--- src/rtl/fetch_ctrl_pkg.sv ---
// Shared types and constants for the instruction fetch controller:
// FSM states, redirect sources (ordered by priority) and PC helpers.
package fetch_ctrl_pkg;

    localparam int PC_WIDTH = 32;
    localparam logic [PC_WIDTH-1:0] DEFAULT_EXC_VECTOR = 32'h0000_0180;
    localparam logic [PC_WIDTH-1:0] PC_STEP            = 32'h0000_0004;
    localparam logic [15:0]         REDIRECT_CNT_MAX   = 16'hFFFF;

    typedef enum logic [1:0] {
        ST_BOOT  = 2'd0,
        ST_FETCH = 2'd1,
        ST_WAIT  = 2'd2
    } fetch_state_e;

    // Numeric order is the redirect priority: a larger value wins.
    typedef enum logic [2:0] {
        RS_NONE   = 3'd0,
        RS_BRANCH = 3'd1,
        RS_JUMP   = 3'd2,
        RS_ERET   = 3'd3,
        RS_EXC    = 3'd4
    } redirect_src_e;

    function automatic logic [15:0] sat_inc16(input logic [15:0] value);
        logic [15:0] result;
        if (value == REDIRECT_CNT_MAX) begin
            result = value;
        end else begin
            result = value + 16'd1;
        end
        return result;
    endfunction

endpackage

--- src/rtl/fetch_ctrl_redirect_sel.sv ---
// Combinational priority selector over the redirect requests seen this cycle:
// exception > exception return > jump > taken branch.
module redirect_sel
    import fetch_ctrl_pkg::*;
(
    input  logic                exc_valid,
    input  logic [PC_WIDTH-1:0] exc_target,
    input  logic                eret_valid,
    input  logic [PC_WIDTH-1:0] epc,
    input  logic                jump_valid,
    input  logic [PC_WIDTH-1:0] jump_target,
    input  logic                branch_taken,
    input  logic [PC_WIDTH-1:0] branch_target,
    output logic                sel_valid,
    output logic [PC_WIDTH-1:0] sel_target,
    output redirect_src_e       sel_src
);

    // Highest-priority active request wins.
    always_comb begin
        sel_valid  = 1'b0;
        sel_target = '0;
        sel_src    = RS_NONE;
        if (exc_valid) begin
            sel_valid  = 1'b1;
            sel_target = exc_target;
            sel_src    = RS_EXC;
        end else if (eret_valid) begin
            sel_valid  = 1'b1;
            sel_target = epc;
            sel_src    = RS_ERET;
        end else if (jump_valid) begin
            sel_valid  = 1'b1;
            sel_target = jump_target;
            sel_src    = RS_JUMP;
        end else if (branch_taken) begin
            sel_valid  = 1'b1;
            sel_target = branch_target;
            sel_src    = RS_BRANCH;
        end else begin
            sel_valid  = 1'b0;
            sel_target = '0;
            sel_src    = RS_NONE;
        end
    end

endmodule

--- src/rtl/fetch_ctrl.sv ---
// Fetch controller: sequences the PC, stalls on instruction memory or decode
// hazards, and applies or parks control-flow redirects.
module fetch_ctrl
    import fetch_ctrl_pkg::*;
#(
    parameter logic [PC_WIDTH-1:0] RESET_PC   = 32'h0000_0000,
    parameter logic [PC_WIDTH-1:0] EXC_VECTOR = DEFAULT_EXC_VECTOR
) (
    input  logic                clk,
    input  logic                reset,
    input  logic [PC_WIDTH-1:0] pc_cur,
    input  logic                hazard_stall,
    input  logic                branch_taken,
    input  logic [PC_WIDTH-1:0] branch_target,
    input  logic                jump_valid,
    input  logic [PC_WIDTH-1:0] jump_target,
    input  logic                exc_valid,
    input  logic                eret_valid,
    input  logic [PC_WIDTH-1:0] epc,
    input  logic                imem_ready,
    output logic [PC_WIDTH-1:0] pc_next,
    output logic                pc_stall,
    output logic                imem_req,
    output logic                if_valid,
    output logic [15:0]         redirect_cnt
);

    fetch_state_e        state_r, state_s;
    logic                pend_valid_r, pend_valid_s;
    logic [PC_WIDTH-1:0] pend_target_r, pend_target_s;
    redirect_src_e       pend_src_r, pend_src_s;
    logic [15:0]         cnt_r, cnt_s;

    logic                new_valid_s;
    logic [PC_WIDTH-1:0] new_target_s;
    redirect_src_e       new_src_s;

    logic                merged_valid_s;
    logic [PC_WIDTH-1:0] merged_target_s;
    redirect_src_e       merged_src_s;

    redirect_sel u_redirect_sel (
        .exc_valid     (exc_valid),
        .exc_target    (EXC_VECTOR),
        .eret_valid    (eret_valid),
        .epc           (epc),
        .jump_valid    (jump_valid),
        .jump_target   (jump_target),
        .branch_taken  (branch_taken),
        .branch_target (branch_target),
        .sel_valid     (new_valid_s),
        .sel_target    (new_target_s),
        .sel_src       (new_src_s)
    );

    // Combine this cycle's request with the parked one; equal priority takes the newer.
    always_comb begin
        merged_valid_s  = pend_valid_r;
        merged_target_s = pend_target_r;
        merged_src_s    = pend_src_r;
        if (new_valid_s && (!pend_valid_r || (new_src_s >= pend_src_r))) begin
            merged_valid_s  = 1'b1;
            merged_target_s = new_target_s;
            merged_src_s    = new_src_s;
        end else begin
            merged_valid_s  = pend_valid_r;
            merged_target_s = pend_target_r;
            merged_src_s    = pend_src_r;
        end
    end

    // Next-state, pending-register update and output decode.
    always_comb begin
        state_s       = state_r;
        pend_valid_s  = pend_valid_r;
        pend_target_s = pend_target_r;
        pend_src_s    = pend_src_r;
        cnt_s         = cnt_r;
        pc_next       = pc_cur + PC_STEP;
        pc_stall      = 1'b1;
        imem_req      = 1'b0;
        if_valid      = 1'b0;
        case (state_r)
            ST_BOOT: begin
                pc_next       = RESET_PC;
                state_s       = ST_FETCH;
                pend_valid_s  = merged_valid_s;
                pend_target_s = merged_target_s;
                pend_src_s    = merged_src_s;
            end
            ST_FETCH, ST_WAIT: begin
                imem_req = 1'b1;
                if (merged_valid_s) begin
                    pc_next = merged_target_s;
                end else begin
                    pc_next = pc_cur + PC_STEP;
                end
                if (!imem_ready) begin
                    pc_stall      = 1'b1;
                    if_valid      = 1'b0;
                    state_s       = ST_WAIT;
                    pend_valid_s  = merged_valid_s;
                    pend_target_s = merged_target_s;
                    pend_src_s    = merged_src_s;
                end else if (!hazard_stall || exc_valid) begin
                    // PC advances: any redirect is applied now and squashes the word.
                    pc_stall     = 1'b0;
                    if_valid     = !merged_valid_s;
                    state_s      = ST_FETCH;
                    pend_valid_s = 1'b0;
                    pend_src_s   = RS_NONE;
                    if (merged_valid_s) begin
                        cnt_s = sat_inc16(cnt_r);
                    end else begin
                        cnt_s = cnt_r;
                    end
                end else begin
                    pc_stall      = 1'b1;
                    if_valid      = 1'b1;
                    state_s       = state_r;
                    pend_valid_s  = merged_valid_s;
                    pend_target_s = merged_target_s;
                    pend_src_s    = merged_src_s;
                end
            end
            default: begin
                pc_next      = RESET_PC;
                state_s      = ST_BOOT;
                pend_valid_s = 1'b0;
                pend_src_s   = RS_NONE;
            end
        endcase
    end

    // State, pending redirect and counter registers.
    always_ff @(posedge clk or posedge reset) begin
        if (reset) begin
            state_r       <= ST_BOOT;
            pend_valid_r  <= 1'b0;
            pend_target_r <= '0;
            pend_src_r    <= RS_NONE;
            cnt_r         <= 16'd0;
        end else begin
            state_r       <= state_s;
            pend_valid_r  <= pend_valid_s;
            pend_target_r <= pend_target_s;
            pend_src_r    <= pend_src_s;
            cnt_r         <= cnt_s;
        end
    end

    assign redirect_cnt = cnt_r;

endmodule

--- config.mk ---
export PLATFORM = sky130hd
export DESIGN_NAME = fetch_ctrl
export DESIGN_NICKNAME = d
export VERILOG_FILES = /design/src/rtl/fetch_ctrl_pkg.sv /design/src/rtl/fetch_ctrl_redirect_sel.sv /design/src/rtl/fetch_ctrl.sv
export SDC_FILE = /design/constraint.sdc
export NUM_CORES = 1
export LEC_CHECK = 0
export CORE_UTILIZATION = 48
export CTS_CLUSTER_SIZE = 16
export DETAILED_ROUTE_END_ITERATION = 7
export GPL_ROUTABILITY_DRIVEN = 0
export PLACE_DENSITY_LB_ADDON = 0.15
export SKIP_CTS_REPAIR_TIMING = 1
export SLEW_MARGIN = 25
export SYNTH_ARGS = -nofsm -noshare
export SYNTH_HDL_FRONTEND = slang
export SYNTH_SLANG_ARGS = --single-unit
--- constraint.sdc ---
create_clock -name clk -period 6.95 [get_ports clk]
set_input_delay 1.7375 -clock clk [delete_from_list [all_inputs] [get_ports clk]]
set_output_delay 1.7375 -clock clk [all_outputs]
set_load 0.05 [all_outputs]
======== Yosys cells after proc, flatten, opt, wreduce, memory -nomap -nowiden ========
Cells that the tools add are included.
storage, ports and cells
  word-level logic and storage cells ...... 61
  flip-flop bits (word level) ............. 54
  output and inout bits ................... 51
operators by class
  mux-type cells .......................... 36
  order comparisons ....................... 1
  reductions and logical operators ........ 11
  bitwise logic cells ..................... 1
  add/sub/neg operators ................... 2
  equal/unequal tests ..................... 5
operator list
  kind                     count
  $mux W32                 9
  $pmux W32 S2             1
  $add A32 B3 Y32 const B  1
  $mux W3                  6
  $add A16 B1 Y16 const B  1
  $eq A16 B16 Y1 const B   1
  $mux W1                  15
  $ne A3 B3 Y1 const B     2
  $pmux W3 S2              1
  $reduce_and A5 Y1        1
  $mux W2                  2
  $pmux W2 S2              1
  $ge A3 B3 Y1             1
  $logic_not A1 Y1         3
  $eq A2 B1 Y1 const B     1
  $eq A2 B2 Y1 const B     1
  $logic_not A2 Y1         1
  $logic_or A1 B1 Y1       2
  $pmux W1 S2              1
  $reduce_and A2 Y1        1
  $reduce_bool A2 Y1       1
  $reduce_or A2 Y1         1
  $logic_and A1 B1 Y1      1
  $not A1 Y1               1

======== Logic depth before layout (Yosys ltp) ========
  depth after elaboration ................. 12
  depth in mapped cells ................... 13
  mapped depth without buffers ............ 8

======== Hierarchy ========
Synthesis repeated with hierarchy kept, for this count alone.
unflattened totals
  cells, all modules ...................... 537
  area, all modules ....................... 4611.9 um2
by module, submodules not included
  module        area an instance (um2)  times used  cells an instance
  fetch_ctrl    3769.9                  1           410
  redirect_sel  842.1                   1           127

======== Worst setup path before layout ========
Ideal clock, no wire load.
  path kind ............................... in2out
  start ................................... in jump_valid
  end ..................................... out pc_next[21]
  setup slack ............................. 132 ps
  stages .................................. 13
  path buffers ............................ 5
  required time ........................... 5213 ps
  data arrival time ....................... 5080 ps
  path through ............................ buf_6 -> nor2b_1 -> clkbuf_1 -> clkbuf_1 -> o21bai_1 -> ha_1 -> nor2b_1 -> o2111ai_1 -> and2_4 -> buf_6 -> buf_2 -> a211oi_1 -> a211oi_1
between the ends
  word-level cells in the longest chain between the ends .. 9
  elaborated cells between the ends (all ways) .. 16
ends and longest elaborated chain
  element                              RTL line                       text
  start, declared                      fetch_ctrl.sv:15               input logic jump_valid,
  $mux W3                              fetch_ctrl_redirect_sel.sv:32  end else if (jump_valid) begin
  $mux W3                              fetch_ctrl_redirect_sel.sv:28  end else if (eret_valid) begin
  $mux W3                              fetch_ctrl_redirect_sel.sv:24  if (exc_valid) begin
  $ge A3 B3 Y1                         fetch_ctrl.sv:61               if (new_valid_s && (!pend_valid_r || (new_src_s >= pend_src_r))) begin
  $logic_or A1 B1 Y1                   fetch_ctrl.sv:61
  $logic_and A1 B1 Y1                  fetch_ctrl.sv:61
  $mux W32 or $mux W1 (tied branches)  fetch_ctrl.sv:61
  $mux W32 *                           fetch_ctrl.sv:93               if (merged_valid_s) begin
  $mux W32 *                           fetch_ctrl.sv:83               case (state_r)
  end, declared                        fetch_ctrl.sv:21               output logic [PC_WIDTH-1:0] pc_next,
Every way passes the cells marked *; elsewhere a longest branch is shown, timed or not.

======== Final worst setup path ========
  start ................................... in jump_valid
  end ..................................... out pc_next[31]
Same word-level chain as after synthesis.

==> qor.yml <==
syn_area_um2: 4530
maxCapViolations: 0
r2r_start: "state_r[0]$_DFFE_PP0P_"
cellPowerDensity_nw_per_um2: 327
gr-total-overflow: 0
r2r_setup_slack_ns: 4.23
yosys.area.top_type: "dfrtp_1"
final_cells: 818
timing.rr.end: "pend_target_r[17]$_DFFE_PP0P_"
worst_setup_path_end_kind: "output pin"
grt_pass1_vias: 4645
fillers: 743
syn_nets: 686
final.setup.worst_slack_ns: 0.659
place_ws_ns: 0.686
clock_path_buffers: 2
skew_ns: 0.0111
drt-total-wl_um: 14300
dr.pass1.iters: 5
grt_setup_unrepaired: "no"
maxSlewViolCount: 0
cts_max_level: 2
cts_inserted_buffers: 5
relSlewSlack_pct: 45.6
finalCritPeriodShare_pct: 90.5
antenna_cells: 0
vdd_drop_max_mv: 0.205
report.power.total_mw: 2.17
avgSynthCellArea_um2: 8.34
crit_path_start_kind: "input port"
drc: 0
cts_tree: "built"
fin_nets: 849
clock_sinks: 54
hold_class: "reg2reg"
hold_violations: 0
die_area_um2: 9830
synth_seq_cells: 54
area_delta_synth_final_pct: 46.3
ys_seq_area_share_pct: 29.8
crit_buf_inv: 4
vias_per_cell: 5.95
multi_input_area_um2: 2870
worstMarginPinSlew_ns: 0.815
async_flop_share_pct: 100
leakagePower_nw: 2.70
wl_per_cell_um: 17.5
path_class: "in2out"
vias: 4871
ys_warn_count: 0
slowest_delay_ns: 0.57
grt_max_degree: 55
min_path_cells: 2
required_ns: 5.21
antenna_found_initial: 0
cpLargestDelayFamily: "buffers and inverters"
synth_edf_count: 0
core-area_um2: 9200
seq_area_um2: 1350
ys.flop_type: "dfrtp_1"
start_util_pct: 49.2
synth_top_area_share_pct: 29.8
die_y_um: 99.1
hp-start: "pend_target_r[7]$_DFFE_PP0P_"
setup_tns_ns: 0
grt_pass1_wl_um: 22700
finalInstanceArea_um2: 6620
synth.distinct_cells: 52
place_area_um2: 6520
path_max_fanout: 16
cpMaxStageDelayCell: "clkdlybuf4s50_1"
yosys-top-cells-area: "dfrtp_1 30%, mux2_2 4.5%, xnor2_1 4.4%, nand2_1 3.9%, a221oi_1 3.9%"
worstHoldEndpoint: "pend_target_r[7]$_DFFE_PP0P_"
fin_util_pct: 72.0
critPathArrivalTime_ns: 4.55
layout-drive-gt1-share_pct: 12.9
grtUsageTotal_pct: 28.9
status: "finished clean"
clock_tree.root_cell: "clkbuf_8"
hpwl_um: 11000
worstPathCellList: "clkdlybuf4s50_1, buf_4, nor2b_2, o21bai_1, ha_1, nor2b_1, o2111ai_1, buf_4, nand2_1, o21ai_0, nor3_1, buf_4"
setup_viol: 0
max_clock_freq_ghz: 0.159
period_needed_ns: 6.29
io_buffer_count: 186
cp_common_cell: "buf_4"
io_pins: 187
clk_latency_ns: 0.31
clkTransAtPathRegs_ns: 0.09
whs_ns: 0.503
syn_inst: 543
drtIter0Drc: 389
die_w_um: 99.1
num_rows: 35
r2r_cells: 6
dp_cells: 809
ant_nets: 0
[cells in the mapped netlist (all sizes together) (12+ instances only)]
cell type	n
nand3	16
nor2b	22
a221o	12
nor3	36
dfrtp	54
buf	13
a221oi	20
nor2	19
a21oi	19
a211oi	13
clkbuf	29
o21ai	35
xnor2	23
nand2	47
inv	29
mux2	19
nand4	21
xor2	16
[metal layers]
layer	up-vias	share of wire (%)	routed length (um)	global-route usage (%)
li1	2338	-	-	-
met1	2279	43	6090	38.5
met2	228	47	6720	47.8
met3	26	8.3	1200	5.83
met4	0	2.1	305	8.14
met5	-	0	0	0
[power by group]
| part | switching (mW) | total (mW) | internal, mW |
|---|---|---|---|
| Clock | 0.106 | 0.186 | 0.0804 |
| Combinational | 0.901 | 1.49 | 0.592 |
| Sequential | 0.0677 | 0.487 | 0.420 |
| Total | 1.07 | 2.17 | 1.09 |
[tightest hold or removal path, stage by stage, from the launching register on]
cell,delay (ns)
dfrtp_1,0.36
nand2_1,0.05
o21ai_0,0.06
[cell families after synthesis]
| kind of cell | count (synthesis) | share of synthesized area (%) |
|---|---|---|
| buffers and inverters | 71 | 6.74 |
| DFF | 54 | 29.8 |
| xor gates and xnor gates | 39 | 7.54 |
| muxes | 29 | 6.94 |
| AOI/OAI and AO/OA | 145 | 23.7 |
| and+or+nand+nor | 198 | 23.3 |
| adders and majority gates | 7 | 1.93 |
[worst max path at each step]
stage	start	to	cells past startpoint
2_1_floorplan	jump_valid	pc_next[21]	13
3_3_place_gp	jump_valid	pc_next[31]	12
3_5_place_dp	jump_valid	pc_next[31]	12
4_1_cts	jump_valid	pc_next[31]	12
5_1_grt	jump_valid	pc_next[31]	12
6_report	jump_valid	pc_next[31]	12
[layout make-up]
cell class,count,share of cell area (%)
clock buffers,6,1.25
clock inverters,2,0.189
inverters,29,1.64
multi-input cells,418,43.4
flip-flops and latches,54,20.4
well taps,111,2.10
repair buffers,198,31.0
[state kept, by name (all words and copies together), names as in the netlist]
| name | count |
|---|---|
| redirect_cnt | 16 |
| state_r | 2 |
| pend_target_r | 32 |
| pend_valid_r | 1 |
| pend_src_r | 3 |
[cell usage in the layout, fill, tap and decap left out, drive strengths merged, types with 3 or more instances in the layout]
cell type / n
clkbuf: 6
nor2b: 22
nand2: 47
mux2: 19
a21boi: 3
nor2: 19
a221o: 12
nor4: 3
nand4: 21
clkdlybuf4s50: 152
buf: 46
and3: 11
xnor2: 23
o22ai: 11
o21ai: 35
a21oi: 19
mux2i: 10
inv: 29
a31oi: 11
xor2: 16
and2: 3
a211oi: 13
ha: 7
a221oi: 20
and4: 8
nand2b: 4
nand3: 16
dfrtp: 54
o211a: 10
nor3: 36
Power figures use the tool's default switching activity.
